**src/rtl/add_sub_pkg.sv**
```systemverilog
`default_nettype none
// ============================================================================
//  Module      : add_sub_pkg
//  Description : Shared mode encoding and signed-overflow helper for the
//                pipelined adder/subtractor.
//  Revision    : 1.0 - initial release
// ============================================================================
package add_sub_pkg;

   localparam logic MODE_SUB = 1'b0;
   localparam logic MODE_ADD = 1'b1;

   // Two's-complement overflow from the operand and result sign bits.
   function automatic logic calc_overflow(input logic x_msb,
                                          input logic y_msb,
                                          input logic z_msb,
                                          input logic mode);
      if (mode == MODE_ADD)
         return (x_msb == y_msb) && (z_msb != x_msb);
      else
         return (x_msb != y_msb) && (z_msb != x_msb);
   endfunction

endpackage
`default_nettype wire

```
**src/rtl/chunk_add_sub.sv**
```systemverilog
`default_nettype none
// ============================================================================
//  Module      : chunk_add_sub
//  Description : Combinational W-bit add/subtract slice with carry/borrow
//                in and out. Subtraction is x + ~y + ~borrow_in; the
//                borrow out is the inverted carry.
//  Revision    : 1.0 - initial release
// ============================================================================
module chunk_add_sub
   import add_sub_pkg::*;
#(
   parameter int W = 4
) (
   input  logic [W-1:0] a,
   input  logic [W-1:0] b,
   input  logic         c_in,
   input  logic         mode,
   output logic [W-1:0] s,
   output logic         c_out
);

   logic [W:0]   sum_w;
   logic [W-1:0] b_eff_w;
   logic         c_eff_w;

   // Fold subtraction into an addition of the inverted operand and borrow.
   always_comb begin
      b_eff_w = (mode == MODE_ADD) ? b    : ~b;
      c_eff_w = (mode == MODE_ADD) ? c_in : ~c_in;
      sum_w   = {1'b0, a} + {1'b0, b_eff_w} + {{W{1'b0}}, c_eff_w};
      s       = sum_w[W-1:0];
      c_out   = (mode == MODE_ADD) ? sum_w[W] : ~sum_w[W];
   end

endmodule
`default_nettype wire

```
**src/rtl/pipelined_add_sub.sv**
```systemverilog
`default_nettype none
// ============================================================================
//  Module      : pipelined_add_sub
//  Description : N-bit adder/subtractor split into W-bit chunks, one chunk
//                per pipeline stage, with valid/ready handshakes, a global
//                advance enable and a signed-overflow flag.
//  Revision    : 1.0 - initial release
// ============================================================================
module pipelined_add_sub
   import add_sub_pkg::*;
#(
   parameter int N = 16,
   parameter int W = 4
) (
   input  logic         clk,
   input  logic         rst_n,
   input  logic         in_valid,
   output logic         in_ready,
   input  logic [N-1:0] x,
   input  logic [N-1:0] y,
   input  logic         bIn,
   input  logic         mode,
   output logic         out_valid,
   input  logic         out_ready,
   output logic [N-1:0] z,
   output logic         b,
   output logic         v
);

   localparam int STAGES = N / W;

   logic         en;
   logic         valid_q [STAGES];
   logic         valid_d [STAGES];
   logic         mode_q  [STAGES];
   logic         mode_d  [STAGES];
   logic         carry_q [STAGES];
   logic         carry_d [STAGES];
   logic [N-1:0] x_q     [STAGES];
   logic [N-1:0] x_d     [STAGES];
   logic [N-1:0] y_q     [STAGES];
   logic [N-1:0] y_d     [STAGES];
   logic [N-1:0] z_q     [STAGES];
   logic [N-1:0] z_d     [STAGES];
   logic [W-1:0] chunk_s [STAGES];
   logic         chunk_c [STAGES];

   // Stage 0 works straight off the inputs; stage k uses the skewed
   // operands and the registered carry/borrow of stage k-1.
   generate
      for (genvar k = 0; k < STAGES; k++) begin : g_stage
         if (k == 0) begin : g_head
            chunk_add_sub #(.W(W)) u_chunk (
               .a     (x[W-1:0]),
               .b     (y[W-1:0]),
               .c_in  (bIn),
               .mode  (mode),
               .s     (chunk_s[k]),
               .c_out (chunk_c[k])
            );
         end else begin : g_body
            chunk_add_sub #(.W(W)) u_chunk (
               .a     (x_q[k-1][k*W +: W]),
               .b     (y_q[k-1][k*W +: W]),
               .c_in  (carry_q[k-1]),
               .mode  (mode_q[k-1]),
               .s     (chunk_s[k]),
               .c_out (chunk_c[k])
            );
         end
      end
   endgenerate

   // Next-state of every stage: shift by one when the pipe may advance.
   always_comb begin
      en = !valid_q[STAGES-1] || out_ready;
      for (int k = 0; k < STAGES; k++) begin
         valid_d[k] = valid_q[k];
         mode_d[k]  = mode_q[k];
         carry_d[k] = carry_q[k];
         x_d[k]     = x_q[k];
         y_d[k]     = y_q[k];
         z_d[k]     = z_q[k];
      end
      if (en) begin
         // Bubbles carry all-zero data so idle outputs read as zero.
         valid_d[0] = in_valid;
         mode_d[0]  = in_valid ? mode : MODE_SUB;
         carry_d[0] = in_valid ? chunk_c[0] : 1'b0;
         x_d[0]     = in_valid ? x : '0;
         y_d[0]     = in_valid ? y : '0;
         z_d[0]     = '0;
         if (in_valid)
            z_d[0][W-1:0] = chunk_s[0];
         for (int k = 1; k < STAGES; k++) begin
            valid_d[k]          = valid_q[k-1];
            mode_d[k]           = mode_q[k-1];
            carry_d[k]          = chunk_c[k];
            x_d[k]              = x_q[k-1];
            y_d[k]              = y_q[k-1];
            z_d[k]              = z_q[k-1];
            z_d[k][k*W +: W]    = chunk_s[k];
         end
      end
   end

   // Stage registers with synchronous active-low clear.
   always_ff @(posedge clk) begin
      if (!rst_n) begin
         for (int k = 0; k < STAGES; k++) begin
            valid_q[k] <= 1'b0;
            mode_q[k]  <= 1'b0;
            carry_q[k] <= 1'b0;
            x_q[k]     <= '0;
            y_q[k]     <= '0;
            z_q[k]     <= '0;
         end
      end else begin
         for (int k = 0; k < STAGES; k++) begin
            valid_q[k] <= valid_d[k];
            mode_q[k]  <= mode_d[k];
            carry_q[k] <= carry_d[k];
            x_q[k]     <= x_d[k];
            y_q[k]     <= y_d[k];
            z_q[k]     <= z_d[k];
         end
      end
   end

   // Outputs come from the last stage; overflow needs only the sign bits.
   always_comb begin
      in_ready  = en;
      out_valid = valid_q[STAGES-1];
      z         = z_q[STAGES-1];
      b         = carry_q[STAGES-1];
      v         = calc_overflow(x_q[STAGES-1][N-1], y_q[STAGES-1][N-1],
                                z_q[STAGES-1][N-1], mode_q[STAGES-1]);
   end

endmodule
`default_nettype wire

```
**config.mk**
```make
export PLATFORM = sky130hd
export DESIGN_NAME = pipelined_add_sub
export DESIGN_NICKNAME = d
export VERILOG_FILES = /design/src/rtl/add_sub_pkg.sv /design/src/rtl/chunk_add_sub.sv /design/src/rtl/pipelined_add_sub.sv
export SDC_FILE = /design/constraint.sdc
export NUM_CORES = 1
export LEC_CHECK = 0
export ABC_AREA = 1
export BUFFER_PORTS_ARGS = -buffer_cell sky130_fd_sc_hd__buf_2
export CAP_MARGIN = 30
export CORE_MARGIN = 3
export CORE_UTILIZATION = 49
export DETAILED_ROUTE_END_ITERATION = 8
export PLACE_DENSITY = 0.72
export SLEW_MARGIN = 25
export SYNTH_ARGS = -nofsm -noshare
export SYNTH_HDL_FRONTEND = slang
export SYNTH_SLANG_ARGS = --single-unit
```
**constraint.sdc**
```tcl
create_clock -name clk -period 1.9 [get_ports clk]
set_clock_uncertainty 0.1 [all_clocks]
set_input_delay 0.38 -clock clk [delete_from_list [all_inputs] [get_ports clk]]
set_output_delay 0.38 -clock clk [all_outputs]
set_load 0.05 [all_outputs]
```
==> tab_implementation.tex, run 1 <==
\begin{tabular}{lr}
\hline
Metric & Value \\
\hline
\multicolumn{2}{l}{\textbf{Final layout}} \\
Layout Area Growth over Synthesis & 17.90\% \\
Area used by multi-input combinational logic & 1909 um\^{}2 \\
Final core occ & 60.56\% \\
Fin nets & 594 \\
Design area & 5076 um\^{}2 \\
Share of post-route cells with drive strength above 1 & 29.02\% \\
Number of inserted filler cells in the final layout & about 740 \\
Diodes inserted & 0 \\
Sequential cell area & 2102 um\^{}2 \\
\multicolumn{2}{l}{\textbf{GRT}} \\
Number of global-route vias before repair & 3139 \\
Pin count of the biggest net entering global routing & 62 \\
Total congestion overflow after global routing & 0 \\
First-pass GRT wire length & about 14 mm \\
Total Routing Usage GR & 17.46\% \\
Initial antenna violation count & 0 \\
\multicolumn{2}{l}{\textbf{Drt}} \\
Total routed wirelength & 8.154 mm \\
Initial DRT Pass Iterations & 4 \\
Routed vias & 3177 \\
Detailed-route wire length per cell & 12.62 um \\
\# DRC & 0 \\
Number of nets still failing antenna checks after routing & 0 \\
Via/cell ratio & 4.918 \\
Number of DRC markers in iteration 0 & 97 \\
\multicolumn{2}{l}{\textbf{Critical path}} \\
Launching element type of the critical path & flop \\
CP Class & flop to flop \\
Kind of end point of the critical path & flop \\
Worst path arrival time & between 2 and 2.5 ns \\
FF-to-FF setup slack & -0.15 ns \\
Data required time at the worst endpoint & 1.92 ns \\
Largest fanout of any net on the critical path & 4 \\
\multicolumn{2}{l}{\textbf{STA}} \\
Total count of max-transition violations in the final report & 0 \\
Number of endpoints failing setup at the final stage & 6 \\
Worst relative slew slack & between 60\% and 70\% \\
Worst hold slack & just under 0.1 ns \\
Final min period & 2.054 ns \\
Final Hold Fails & 0 \\
Unrepaired setup endpoints after global routing & yes \\
Peak Freq & between 400 and 500 MHz \\
Worst slew pin tran & around 0.48 ns \\
Worst path setup slack after routing & -0.1542 ns \\
Final worst-path cycle share & 108.1\% \\
\multicolumn{2}{l}{\textbf{CTS}} \\
Max clock buf depth & 2 \\
Number of clock sinks seen by CTS & between 100 and 150 \\
CTS buffer count & 9 \\
Clock slew seen by the registers of the worst setup and hold paths & roughly 0.10 ns \\
Worst skew pair latency & 0.36 ns \\
Clock root cell & clkbuf\_8 \\
H-tree depth & 3 \\
Clock tree from TritonCTS & yes \\
Hold buffer count at CTS & 0 \\
\multicolumn{2}{l}{\textbf{Yosys}} \\
Count of distinct cell types in the synthesized netlist & 25 \\
Primary flip-flop cell chosen by synthesis mapping & dfxtp\_1 \\
Post-synthesis sequential element count & 102 \\
Ys async rst share & 0\% \\
Main area contributors after synthesis & dfxtp\_1 (45\%), nand2\_1 (8.2\%), o22ai\_2 (6.4\%), inv\_1 (6.1\%), edfxtp\_1 (4.2\%) \\
Number of instances in the synthesized netlist & about 470 \\
Post-synth top area share & 44.64\% \\
Number of warnings issued by yosys & 0 \\
Post-synth net total & 527 \\
Synth Cell Area & roughly 4300 um\^{}2 \\
Mean post-synth cell area & 9.180 um\^{}2 \\
Most instantiated cells after synthesis & dfxtp\_1 (96), nand2\_1 (94), inv\_1 (70) \\
Most area-hungry cell type in the Yosys netlist & dfxtp\_1 \\
Number of enable-type register cells in the synthesized netlist & 6 \\
Most instantiated library cell after synthesis & dfxtp\_1 \\
Proportion of synthesized chip area in sequential cells & between 40 and 50\% \\
\multicolumn{2}{l}{\textbf{Floorplan}} \\
Die Width & 99.74 um \\
DIE AREA & 9947 um\^{}2 \\
Site row count & 33 \\
Vertical extent of the die & $\sim$100 um \\
Top-level I/O count & 58 \\
Floorplan core area & 8382 um\^{}2 \\
Starting Density & 51.37\% \\
\multicolumn{2}{l}{\textbf{Job}} \\
Max-cap violations & 0 \\
\multicolumn{2}{l}{\textbf{Placement}} \\
Area after detailed placement & 4730 um\^{}2 \\
Setup Slack @ Placement & -0.1425 ns \\
Port Buffer Count & 57 \\
Weighted congestion at the end of routability-driven global placement & 0.7723 \\
Post-detailed-placement half-perimeter wirelength & 5.655 mm \\
\multicolumn{2}{l}{\textbf{Outcome}} \\
Violated checks & setup timing \\
Status & complete, but fails checks \\
\multicolumn{2}{l}{\textbf{Pwr}} \\
Leakage component of the power & 2.114 nW \\
Total power of the final layout & 4.467 mW \\
Power per unit of standard cell area & 879.9 nW/um\^{}2 \\
Worst VDD drop & $\sim$0.36 mV \\
\multicolumn{2}{l}{\textbf{Hold path}} \\
Class of the most critical hold timing path & input port to flop \\
\hline
\end{tabular}
[cells in the final DEF (no fill, tap or decap), types with 2 or more instances in the layout]
master,instances
xor2_2,5
dfxtp_1,96
nand3_2,3
inv_6,2
fa_2,7
nand2_1,92
o22ai_1,9
xnor2_4,2
nand3b_1,2
xor2_1,4
nor2_4,2
o21ai_1,25
a21oi_2,3
clkinv_2,2
nand2_2,4
buf_2,57
nor2_1,10
xnor2_1,10
clkbuf_8,9
a21oi_1,9
xnor2_2,5
o22ai_2,22
a22o_1,2
buf_4,18
nand3_1,11
o21ai_0,30
inv_2,6
buf_6,3
ha_1,10
inv_1,67
edfxtp_1,6
[per-layer routing]
metal / GRT usage, % / wire [um] / up-vias
met2: 29.50 / 4042 / 48
met3: 3.857 / 308 / 7
met1: 22.20 / 3713 / 1495
met5: 0 / 0 / -
li1: - / - / 1627
met4: 5.567 / 90 / 0
[kinds of logic after synthesis]
| family | Yosys count | synth area share (%) |
|---|---|---|
| and+or+nand+nor | 124 | 11.86 |
| DFF | 102 | 48.82 |
| AOI/OAI and AO/OA | 100 | 15.90 |
| buffers and inverters | 97 | 10.93 |
| xor gates and xnor gates | 26 | 5.289 |
| adders and majority gates | 20 | 7.207 |
[power by group]
| group | switching [mW] | total [mW] | internal, mW | leakage, nW |
|---|---|---|---|---|
| logic | 0.488 | 0.846 | 0.358 | 1.17 |
| registers | 0.0654 | 2.37 | 2.30 | 0.856 |
| clock network | 0.762 | 1.26 | 0.493 | 0.0919 |
[through the flow]
step           cells  TNS (ns)
2_1_floorplan    469   -0.2672
6_report         646   -0.4296
3_5_place_dp     625   -0.6875
4_1_cts          644   -0.4120
5_1_grt          646    -1.236
3_3_place_gp     625   -0.2111
[worst paths after layout]
kind         startpoint    endpoint  cells after the start
max           mode_q[0]  carry_q[1]                     10
min                y[4]   y_q[0][4]                      3
max reg2reg   mode_q[0]  carry_q[1]                     10
min reg2reg   z_q[2][9]   z_q[3][9]                      2
[what timing repair did]
item / 4_1_cts / 5_1_grt
pin swaps: 14 / 4
buffers inserted: 3 / 3
resized for setup: 9 / 18
endpoints found under the setup margin: 9 / 13
[registers in the layout (all words and copies together) (netlist names)]
register  flops
y_q          25
z_q          40
mode_q        4
valid_q       4
x_q          25
carry_q       4
[worst max-delay path, cell delays in order (launching register included)]
cell and delay (ns):
edfxtp_1 0.51, xor2_2 0.18, fa_1 0.20, inv_2 0.04
fa_2 0.33, nand2_1 0.07, nand2_1 0.06, a21oi_2 0.15
nand2_1 0.07, nand2_1 0.06, nor2_1 0.04
[layout make-up]
type                            instances  share of cell area, %
Clock buffer                            9                  2.440
Tap cell                              105                  2.588
Clock inverter                          7                  1.085
Inverter                               74                  5.521
Timing Repair Buffer                   79                  9.342
Multi-Input combinational cell        270                  37.61
Sequential cell                       102                  41.41
Note: power is estimated with default switching activity, not from simulation.
==> run 2: changes to the inputs <==
--- a/config.mk
+++ b/config.mk
@@ -11,7 +11,7 @@
 export CORE_MARGIN = 3
 export CORE_UTILIZATION = 49
 export DETAILED_ROUTE_END_ITERATION = 8
-export PLACE_DENSITY = 0.72
+export PLACE_DENSITY = 0.7
 export SLEW_MARGIN = 25
 export SYNTH_ARGS = -nofsm -noshare
 export SYNTH_HDL_FRONTEND = slang
==> constraint.sdc (replaced) <==
create_clock -name clk -period 2.1 [get_ports clk]
set_clock_uncertainty 0.1 [all_clocks]
set_input_delay 0.42 -clock clk [delete_from_list [all_inputs] [get_ports clk]]
set_output_delay 0.42 -clock clk [all_outputs]
set_load 0.05 [all_outputs]
==> run 2 against run 1 <==
Effect of this change: the flow still finishes with violations (setup timing); final cell count is 0.93% lower; cell area is 3.3% lower; sequential share of layout area grew 1.4 points; critical path depth is the same; sequential power fell by 9.7%; register-to-register slack gained 0.14 ns; maximum frequency is 3.0% lower; clock power decreased by 11%; wire length fell by 3.6%; power down 11%; global-route usage decreased by 1.3 points.
==> tab_implementation.tex, run 2 (same netlist as run 1, synthesis figures left out) <==
\begin{tabular}{lr}
\hline
Metric & Value \\
\hline
\multicolumn{2}{l}{\textbf{STA}} \\
Final worst-path cycle share & 100.8\% (-7.3 points) \\
Worst relative slew slack & 72.09\% (+3.9 points) \\
Total count of max-transition violations in the final report & 0 (unchanged) \\
Unrepaired setup endpoints after global routing & yes \\
Worst path setup slack after routing & -0.01718 ns (+0.1370 ns) \\
Final min period & 2.117 ns (+0.06302 ns) \\
Worst slew pin tran & 0.4181 ns (-0.05942 ns) \\
Fin Setup TNS & -0.01718 ns (+0.4124 ns) \\
Final Hold Fails & 0 (unchanged) \\
Peak Freq & 472.3 MHz (-3.0\%) \\
Number of endpoints failing setup at the final stage & 1 (-5) \\
\multicolumn{2}{l}{\textbf{Job}} \\
Max-cap violations & 0 (unchanged) \\
\multicolumn{2}{l}{\textbf{Final layout}} \\
Top Registers & z\_q: 40 flops, x\_q: 25 flops, y\_q: 25 flops \\
Design area & 4907 um\^{}2 (-3.3\%) \\
Diodes inserted & 0 (unchanged) \\
Most common cell after layout, fill and taps aside & dfxtp\_1 \\
Area used by multi-input combinational logic & 1794 um\^{}2 (-6.0\%) \\
Layout Area Growth over Synthesis & 13.98\% \\
Fin nets & 589 (-0.84\%) \\
Share of post-route cells with drive strength above 1 & 25.23\% (-3.8 points) \\
Sequential cell area & 2102 um\^{}2 (unchanged) \\
Most frequent cells in the layout & dfxtp\_1 (96), nand2\_1 (93), inv\_1 (67), buf\_2 (57), o21ai\_0 (32) \\
Number of inserted filler cells in the final layout & 750 (+1.1\%) \\
Largest register by flop count & z\_q \\
Final core occ & 58.55\% (-2.0 points) \\
Flip-flop count of the largest register after layout & 40 (unchanged) \\
\multicolumn{2}{l}{\textbf{Floorplan}} \\
DIE AREA & 9947 um\^{}2 (unchanged) \\
Site row count & 33 (unchanged) \\
Starting Density & 51.37\% (unchanged) \\
Die Width & 99.74 um (unchanged) \\
Floorplan core area & 8382 um\^{}2 (unchanged) \\
Top-level I/O count & 58 (unchanged) \\
Vertical extent of the die & 99.74 um (unchanged) \\
\multicolumn{2}{l}{\textbf{GRT}} \\
Total congestion overflow after global routing & 0 (unchanged) \\
Initial antenna violation count & 0 (unchanged) \\
First-pass GRT wire length & 12.78 mm (-8.8\%) \\
Global-route layer with the greatest usage & met2 \\
Global-route track usage on met3 & 3.086\% (-0.77 points) \\
Number of global-route vias before repair & 2827 (-9.9\%) \\
Total Routing Usage GR & 16.16\% (-1.3 points) \\
Met2 capacity usage during global routing & 26.01\% (-3.5 points) \\
Global routing usage on met1 & 21.06\% (-1.1 points) \\
Pin count of the biggest net entering global routing & 31 (-50\%) \\
\multicolumn{2}{l}{\textbf{Critical path}} \\
Worst path bufs/invs & 1 (unchanged) \\
CP Class & flop to flop \\
Max stage delay on crit path & 0.51 ns (about the same) \\
Worst r2r path cells & 10 (unchanged) \\
Data required time at the worst endpoint & 2.11 ns (+0.19 ns) \\
Ordered list of cells on the worst path & xor2\_2 -> fa\_2 -> inv\_2 -> fa\_2 -> nand2\_1 -> nand2\_1 -> a21oi\_2 -> nand2\_1 -> nand2\_1 -> nor2\_1 \\
Launching element type of the critical path & flop \\
Endpoint of the lowest-slack register-to-register path & carry\_q[1] \\
Worst path arrival time & 2.13 ns (+0.06 ns) \\
Crit-path most repeated cell & nand2\_1 \\
Category of cells accounting for the largest share of critical-path delay & adder cells \\
Kind of end point of the critical path & flop \\
Worst path depth & 10 (unchanged) \\
Worst-path cell with the longest stage delay & edfxtp\_1 \\
FF-to-FF setup slack & -0.02 ns (+0.14 ns) \\
Worst setup startpoint & mode\_q[0] \\
Beginning of the worst register-to-register path & mode\_q[0] \\
Worst setup endpoint & carry\_q[1] \\
Largest fanout of any net on the critical path & 3 (-1) \\
\multicolumn{2}{l}{\textbf{Placement}} \\
Weighted congestion at the end of routability-driven global placement & 0.8478 (+9.8\%) \\
Area after detailed placement & 4642 um\^{}2 (-1.9\%) \\
Post-detailed-placement half-perimeter wirelength & 5.472 mm (-3.2\%) \\
Port Buffer Count & 57 (unchanged) \\
Setup Slack @ Placement & -0.06359 ns (+0.07888 ns) \\
\multicolumn{2}{l}{\textbf{Hold path}} \\
Class of the most critical hold timing path & input port to flop \\
\multicolumn{2}{l}{\textbf{Outcome}} \\
Status & complete, but fails checks \\
Violated checks & setup timing \\
\multicolumn{2}{l}{\textbf{Pwr}} \\
Power per unit of standard cell area & 805.9 nW/um\^{}2 (-8.4\%) \\
Worst VDD drop & 0.3177 mV (-11\%) \\
Leakage component of the power & 2.040 nW (-3.5\%) \\
\multicolumn{2}{l}{\textbf{CTS}} \\
Clock root cell & clkbuf\_8 \\
Worst skew pair latency & 0.36 ns (about the same) \\
CTS buffer count & 9 (unchanged) \\
Number of clock sinks seen by CTS & 102 (unchanged) \\
H-tree depth & 3 (unchanged) \\
Max clock buf depth & 2 (unchanged) \\
Clock tree from TritonCTS & yes \\
Clock slew seen by the registers of the worst setup and hold paths & 0.09 ns (about the same) \\
\multicolumn{2}{l}{\textbf{Drt}} \\
Routed vias & 3073 (-3.3\%) \\
Initial DRT Pass Iterations & 4 (unchanged) \\
\# DRC & 0 (unchanged) \\
Total routed wirelength & 7.863 mm (-3.6\%) \\
Detailed-route wire length per cell & 12.29 um (-2.7\%) \\
Number of nets still failing antenna checks after routing & 0 (unchanged) \\
Via/cell ratio & 4.802 (-2.4\%) \\
Number of DRC markers in iteration 0 & 104 (+7.2\%) \\
\hline
\end{tabular}
## run 2: layer usage
metal  wire length (um)  up-vias
met5                  0        -
met4                136        0
met3                293       10
met2               3725       47
met1               3707     1401
li1                   -     1615
## run 2: cell type report
| cell class | instances | area share, % |
|---|---|---|
| Sequential cell | 102 | 42.84 |
| Clock buffer | 11 | 2.881 |
| Inverter | 74 | 5.711 |
| Multi-Input combinational cell | 270 | 36.56 |
| Tap cell | 105 | 2.677 |
| Timing Repair Buffer | 74 | 8.669 |
| Clock inverter | 4 | 0.6629 |
## run 2: through the flow
step | total power [mW] | cells | hold slack, ns
floorplan | 2.673 | 469 | 0.3264
global placement | 2.815 | 621 | 0.3382
detailed placement | 2.836 | 621 | 0.3435
CTS | 3.949 | 636 | 0.1267
global route | 4.160 | 640 | 0.1421
finish | 3.955 | 640 | 0.1468
## run 2: worst min path at each step
stage                          start         end  slack (ns)  cells past startpoint
after floorplan            z_q[0][3]   z_q[0][3]        0.33                      2
after global placement    z_q[3][14]  z_q[3][14]        0.34                      2
after detailed placement   z_q[3][0]   z_q[3][0]        0.34                      2
after CTS                       x[7]   x_q[0][7]        0.13                      3
after global routing           x[13]  x_q[0][13]        0.14                      3
final                           x[6]   x_q[0][6]        0.15                      3
## run 2: what timing repair did
| action | 4_1_cts | 5_1_grt |
|---|---|---|
| setup endpoints to repair | 1 | 4 |
| pin swaps | 2 | 12 |
| setup buffers | 0 | 4 |
| hold buffers | 0 | 0 |
| resized for setup | 6 | 11 |
## run 2: worst reg2reg max path, stage by stage, from the launching register on
cell	delay, ns
edfxtp_1	0.51
xor2_2	0.22
fa_2	0.23
inv_2	0.04
fa_2	0.34
nand2_1	0.07
nand2_1	0.06
a21oi_2	0.13
nand2_1	0.07
nand2_1	0.06
nor2_1	0.04
## run 2: power breakdown
group / total [mW] / internal, mW / switching, mW
Combinational: 0.699 / 0.276 / 0.423
Clock: 1.12 / 0.464 / 0.653
Sequential: 2.14 / 2.08 / 0.0577
Total: 3.95 / 2.82 / 1.13
==> run 3: changes to the inputs <==
==> constraint.sdc (replaced) <==
create_clock -name clk -period 2.1 [get_ports clk]
set_clock_uncertainty 0.1 [all_clocks]
set_input_delay 0.315 -clock clk [delete_from_list [all_inputs] [get_ports clk]]
set_output_delay 0.315 -clock clk [all_outputs]
set_load 0.05 [all_outputs]
==> run 3 against run 2 <==
Effect of this change: the run still ends with setup timing left; final cell count down 0.63%; count of clock-buffer cells in the layout unchanged; power down 0.18%; largest power group unchanged.
==> tab_implementation.tex, run 3 (same netlist as run 1, synthesis figures left out) <==
\begin{tabular}{lr}
\hline
Metric & Value \\
\hline
\multicolumn{2}{l}{\textbf{Outcome}} \\
Status & complete, but fails checks \\
Violated checks & setup timing \\
\multicolumn{2}{l}{\textbf{Placement}} \\
Setup Slack @ Placement & -0.07654 ns (-0.01295 ns) \\
Area after detailed placement & 4647 um\^{}2 (+0.11\%) \\
Post-detailed-placement half-perimeter wirelength & 5.486 mm (+0.25\%) \\
Port Buffer Count & 57 (unchanged) \\
Weighted congestion at the end of routability-driven global placement & 0.8388 (-1.1\%) \\
\multicolumn{2}{l}{\textbf{Pwr}} \\
Cell internal pwr & 2.812 mW (-0.32\%) \\
Combinational share of power & 17.2\% (-0.5 points) \\
NetSw & 1.135 mW (+0.16\%) \\
Sequential fraction of design power & 54.2\% (about the same) \\
Total power of the final layout & 3.948 mW (-0.18\%) \\
Sw frac & 28.76\% (+0.097 points) \\
Power per unit of standard cell area & 810.4 nW/um\^{}2 (+0.56\%) \\
Share of total power in the clock network & 28.6\% (+0.3 points) \\
Leakage component of the power & 2.031 nW (-0.47\%) \\
Worst VDD drop & 0.3811 mV (+20\%) \\
\multicolumn{2}{l}{\textbf{STA}} \\
Final min period & 2.142 ns (+0.02473 ns) \\
Unrepaired setup endpoints after global routing & yes \\
Worst path setup slack after routing & -0.04191 ns (-0.02473 ns) \\
Total count of max-transition violations in the final report & 0 (unchanged) \\
Worst slew pin tran & 0.7496 ns (+0.3315 ns) \\
Final worst-path cycle share & 102.0\% (+1.2 points) \\
Number of endpoints failing setup at the final stage & 1 (unchanged) \\
Final Hold Fails & 0 (unchanged) \\
Peak Freq & 466.9 MHz (-1.2\%) \\
Worst hold slack & 0.03479 ns (-0.1120 ns) \\
Worst relative slew slack & 50.03\% (-22 points) \\
\multicolumn{2}{l}{\textbf{Critical path}} \\
Worst path bufs/invs & 1 (unchanged) \\
Launching element type of the critical path & flop \\
Worst-path cell with the longest stage delay & edfxtp\_1 \\
Largest fanout of any net on the critical path & 4 (+1) \\
Kind of end point of the critical path & flop \\
Ordered list of cells on the worst path & xor2\_2 -> fa\_2 -> inv\_2 -> fa\_2 -> nand2\_1 -> nand2\_1 -> a21oi\_2 -> nand2\_1 -> nand2\_1 -> nor2\_1 \\
Data required time at the worst endpoint & 2.12 ns (about the same) \\
FF-to-FF setup slack & -0.04 ns (-0.02 ns) \\
Worst r2r path cells & 10 (unchanged) \\
Worst path arrival time & 2.17 ns (+0.04 ns) \\
Crit-path most repeated cell & nand2\_1 \\
Max stage delay on crit path & 0.52 ns (about the same) \\
Category of cells accounting for the largest share of critical-path delay & adder cells \\
Worst path depth & 10 (unchanged) \\
CP Class & flop to flop \\
\multicolumn{2}{l}{\textbf{CTS}} \\
Clock tree from TritonCTS & yes \\
CTS buffer count & 9 (unchanged) \\
Number of clock sinks seen by CTS & 102 (unchanged) \\
Worst skew pair latency & 0.37 ns (about the same) \\
H-tree depth & 3 (unchanged) \\
Clock root cell & clkbuf\_8 \\
Max clock buf depth & 2 (unchanged) \\
Clock slew seen by the registers of the worst setup and hold paths & 0.09 ns (about the same) \\
Total setup buffers inserted after CTS & 0 (unchanged) \\
Hold buffer count at CTS & 0 (unchanged) \\
\multicolumn{2}{l}{\textbf{Drt}} \\
Detailed-route wire length per cell & 12.38 um (+0.78\%) \\
Total routed wirelength & 7.875 mm (+0.15\%) \\
Number of nets still failing antenna checks after routing & 0 (unchanged) \\
\# DRC & 0 (unchanged) \\
Number of DRC markers in iteration 0 & 121 (+16\%) \\
Routed vias & 3082 (+0.29\%) \\
Initial DRT Pass Iterations & 4 (unchanged) \\
Via/cell ratio & 4.846 (+0.92\%) \\
\multicolumn{2}{l}{\textbf{Floorplan}} \\
DIE AREA & 9947 um\^{}2 (unchanged) \\
Die Width & 99.74 um (unchanged) \\
Vertical extent of the die & 99.74 um (unchanged) \\
Floorplan core area & 8382 um\^{}2 (unchanged) \\
Starting Density & 51.37\% (unchanged) \\
Site row count & 33 (unchanged) \\
Top-level I/O count & 58 (unchanged) \\
\multicolumn{2}{l}{\textbf{Hold path}} \\
Class of the most critical hold timing path & input port to flop \\
Number of cells traversed by the worst hold path & 3 (unchanged) \\
\multicolumn{2}{l}{\textbf{Final layout}} \\
Sequential cell area & 2102 um\^{}2 (unchanged) \\
Largest register by flop count & z\_q \\
Top Registers & z\_q: 40 flops, x\_q: 25 flops, y\_q: 25 flops \\
Flip-flop count of the largest register after layout & 40 (unchanged) \\
Final core occ & 58.11\% (-0.43 points) \\
Share of post-route cells with drive strength above 1 & 23.73\% (-1.5 points) \\
Area used by multi-input combinational logic & 1782 um\^{}2 (-0.70\%) \\
Layout Area Growth over Synthesis & 13.14\% \\
Design area & 4871 um\^{}2 (-0.74\%) \\
Most frequent cells in the layout & dfxtp\_1 (96), nand2\_1 (94), inv\_1 (68), buf\_2 (57), o21ai\_0 (32) \\
Fin nets & 584 (-0.85\%) \\
Diodes inserted & 0 (unchanged) \\
Number of inserted filler cells in the final layout & 755 (+0.67\%) \\
Most common cell after layout, fill and taps aside & dfxtp\_1 \\
\multicolumn{2}{l}{\textbf{GRT}} \\
Number of global-route vias before repair & 2954 (+4.5\%) \\
First-pass GRT wire length & 13.03 mm (+1.9\%) \\
Pin count of the biggest net entering global routing & 62 (+100\%) \\
Total congestion overflow after global routing & 0 (unchanged) \\
Initial antenna violation count & 0 (unchanged) \\
Total Routing Usage GR & 16.31\% (+0.15 points) \\
\multicolumn{2}{l}{\textbf{Job}} \\
Max-cap violations & 0 (unchanged) \\
\hline
\end{tabular}
-- run 3: cell types whose count changed in the layout (fill, tap and decap cells not counted), moves of 2 or more --
cell        previous run  this run
buf_4                 16        10
clkinv_2               0         2
clkinvlp_4             2         0
fa_1                   2         4
fa_2                   6         4
-- run 3: timing repair --
| item | 4_1_cts | 5_1_grt |
|---|---|---|
| setup endpoints to repair | 1 | 3 |
| pin swaps | 2 | 5 |
| gates resized for setup | 6 | 6 |
-- run 3: worst reg2reg max path, stage by stage (launching register included) --
cell	delay [ns]
edfxtp_1	0.52
xor2_2	0.22
fa_2	0.24
inv_2	0.05
fa_2	0.34
nand2_1	0.07
nand2_1	0.06
a21oi_2	0.15
nand2_1	0.06
nand2_1	0.06
nor2_1	0.04
-- run 3: power groups by stage --
| stage | logic, mW | registers (mW) | clock network [mW] |
|---|---|---|---|
| after CTS | 0.677 | 2.14 | 1.15 |
| after global placement | 0.641 | 2.18 | 0 |
| after global routing | 0.758 | 2.15 | 1.23 |
| final | 0.680 | 2.14 | 1.13 |
| after floorplan | 0.395 | 2.28 | 0 |
| after detailed placement | 0.662 | 2.18 | 0 |
-- run 3: path summary, 6_finish.rpt --
path                                start          to
worst min-delay path                 y[6]   y_q[0][6]
worst min register to register  z_q[3][2]   z_q[3][2]
worst max-delay path            mode_q[0]  carry_q[1]
worst max register to register  mode_q[0]  carry_q[1]
-- run 3: per-stage QoR --
stage / setup TNS [ns] / std cells
3_5_place_dp: -0.07654 / 620
2_1_floorplan: 0 / 469
3_3_place_gp: 0 / 620
4_1_cts: -0.04170 / 636
6_report: -0.04191 / 636
5_1_grt: -0.1753 / 636
-- run 3: area by class of cell --
class                      count  area share [%]
inverter                      74           5.754
timing repair buffer          69           8.220
tap                          105           2.697
clock inverter                 5          0.6936
clock buffer                  11           2.903
multi-input combinational    270           36.58
sequential                   102           43.15
-- run 3: layer usage --
layer  track usage (%)  share of wire (%)  vias up
li1                  -                  -     1605
met1             20.36                 47     1400
met2             27.30                 47       68
met3             4.558                4.7        9
met4             5.147                1.7        0
met5                 0                  0        -
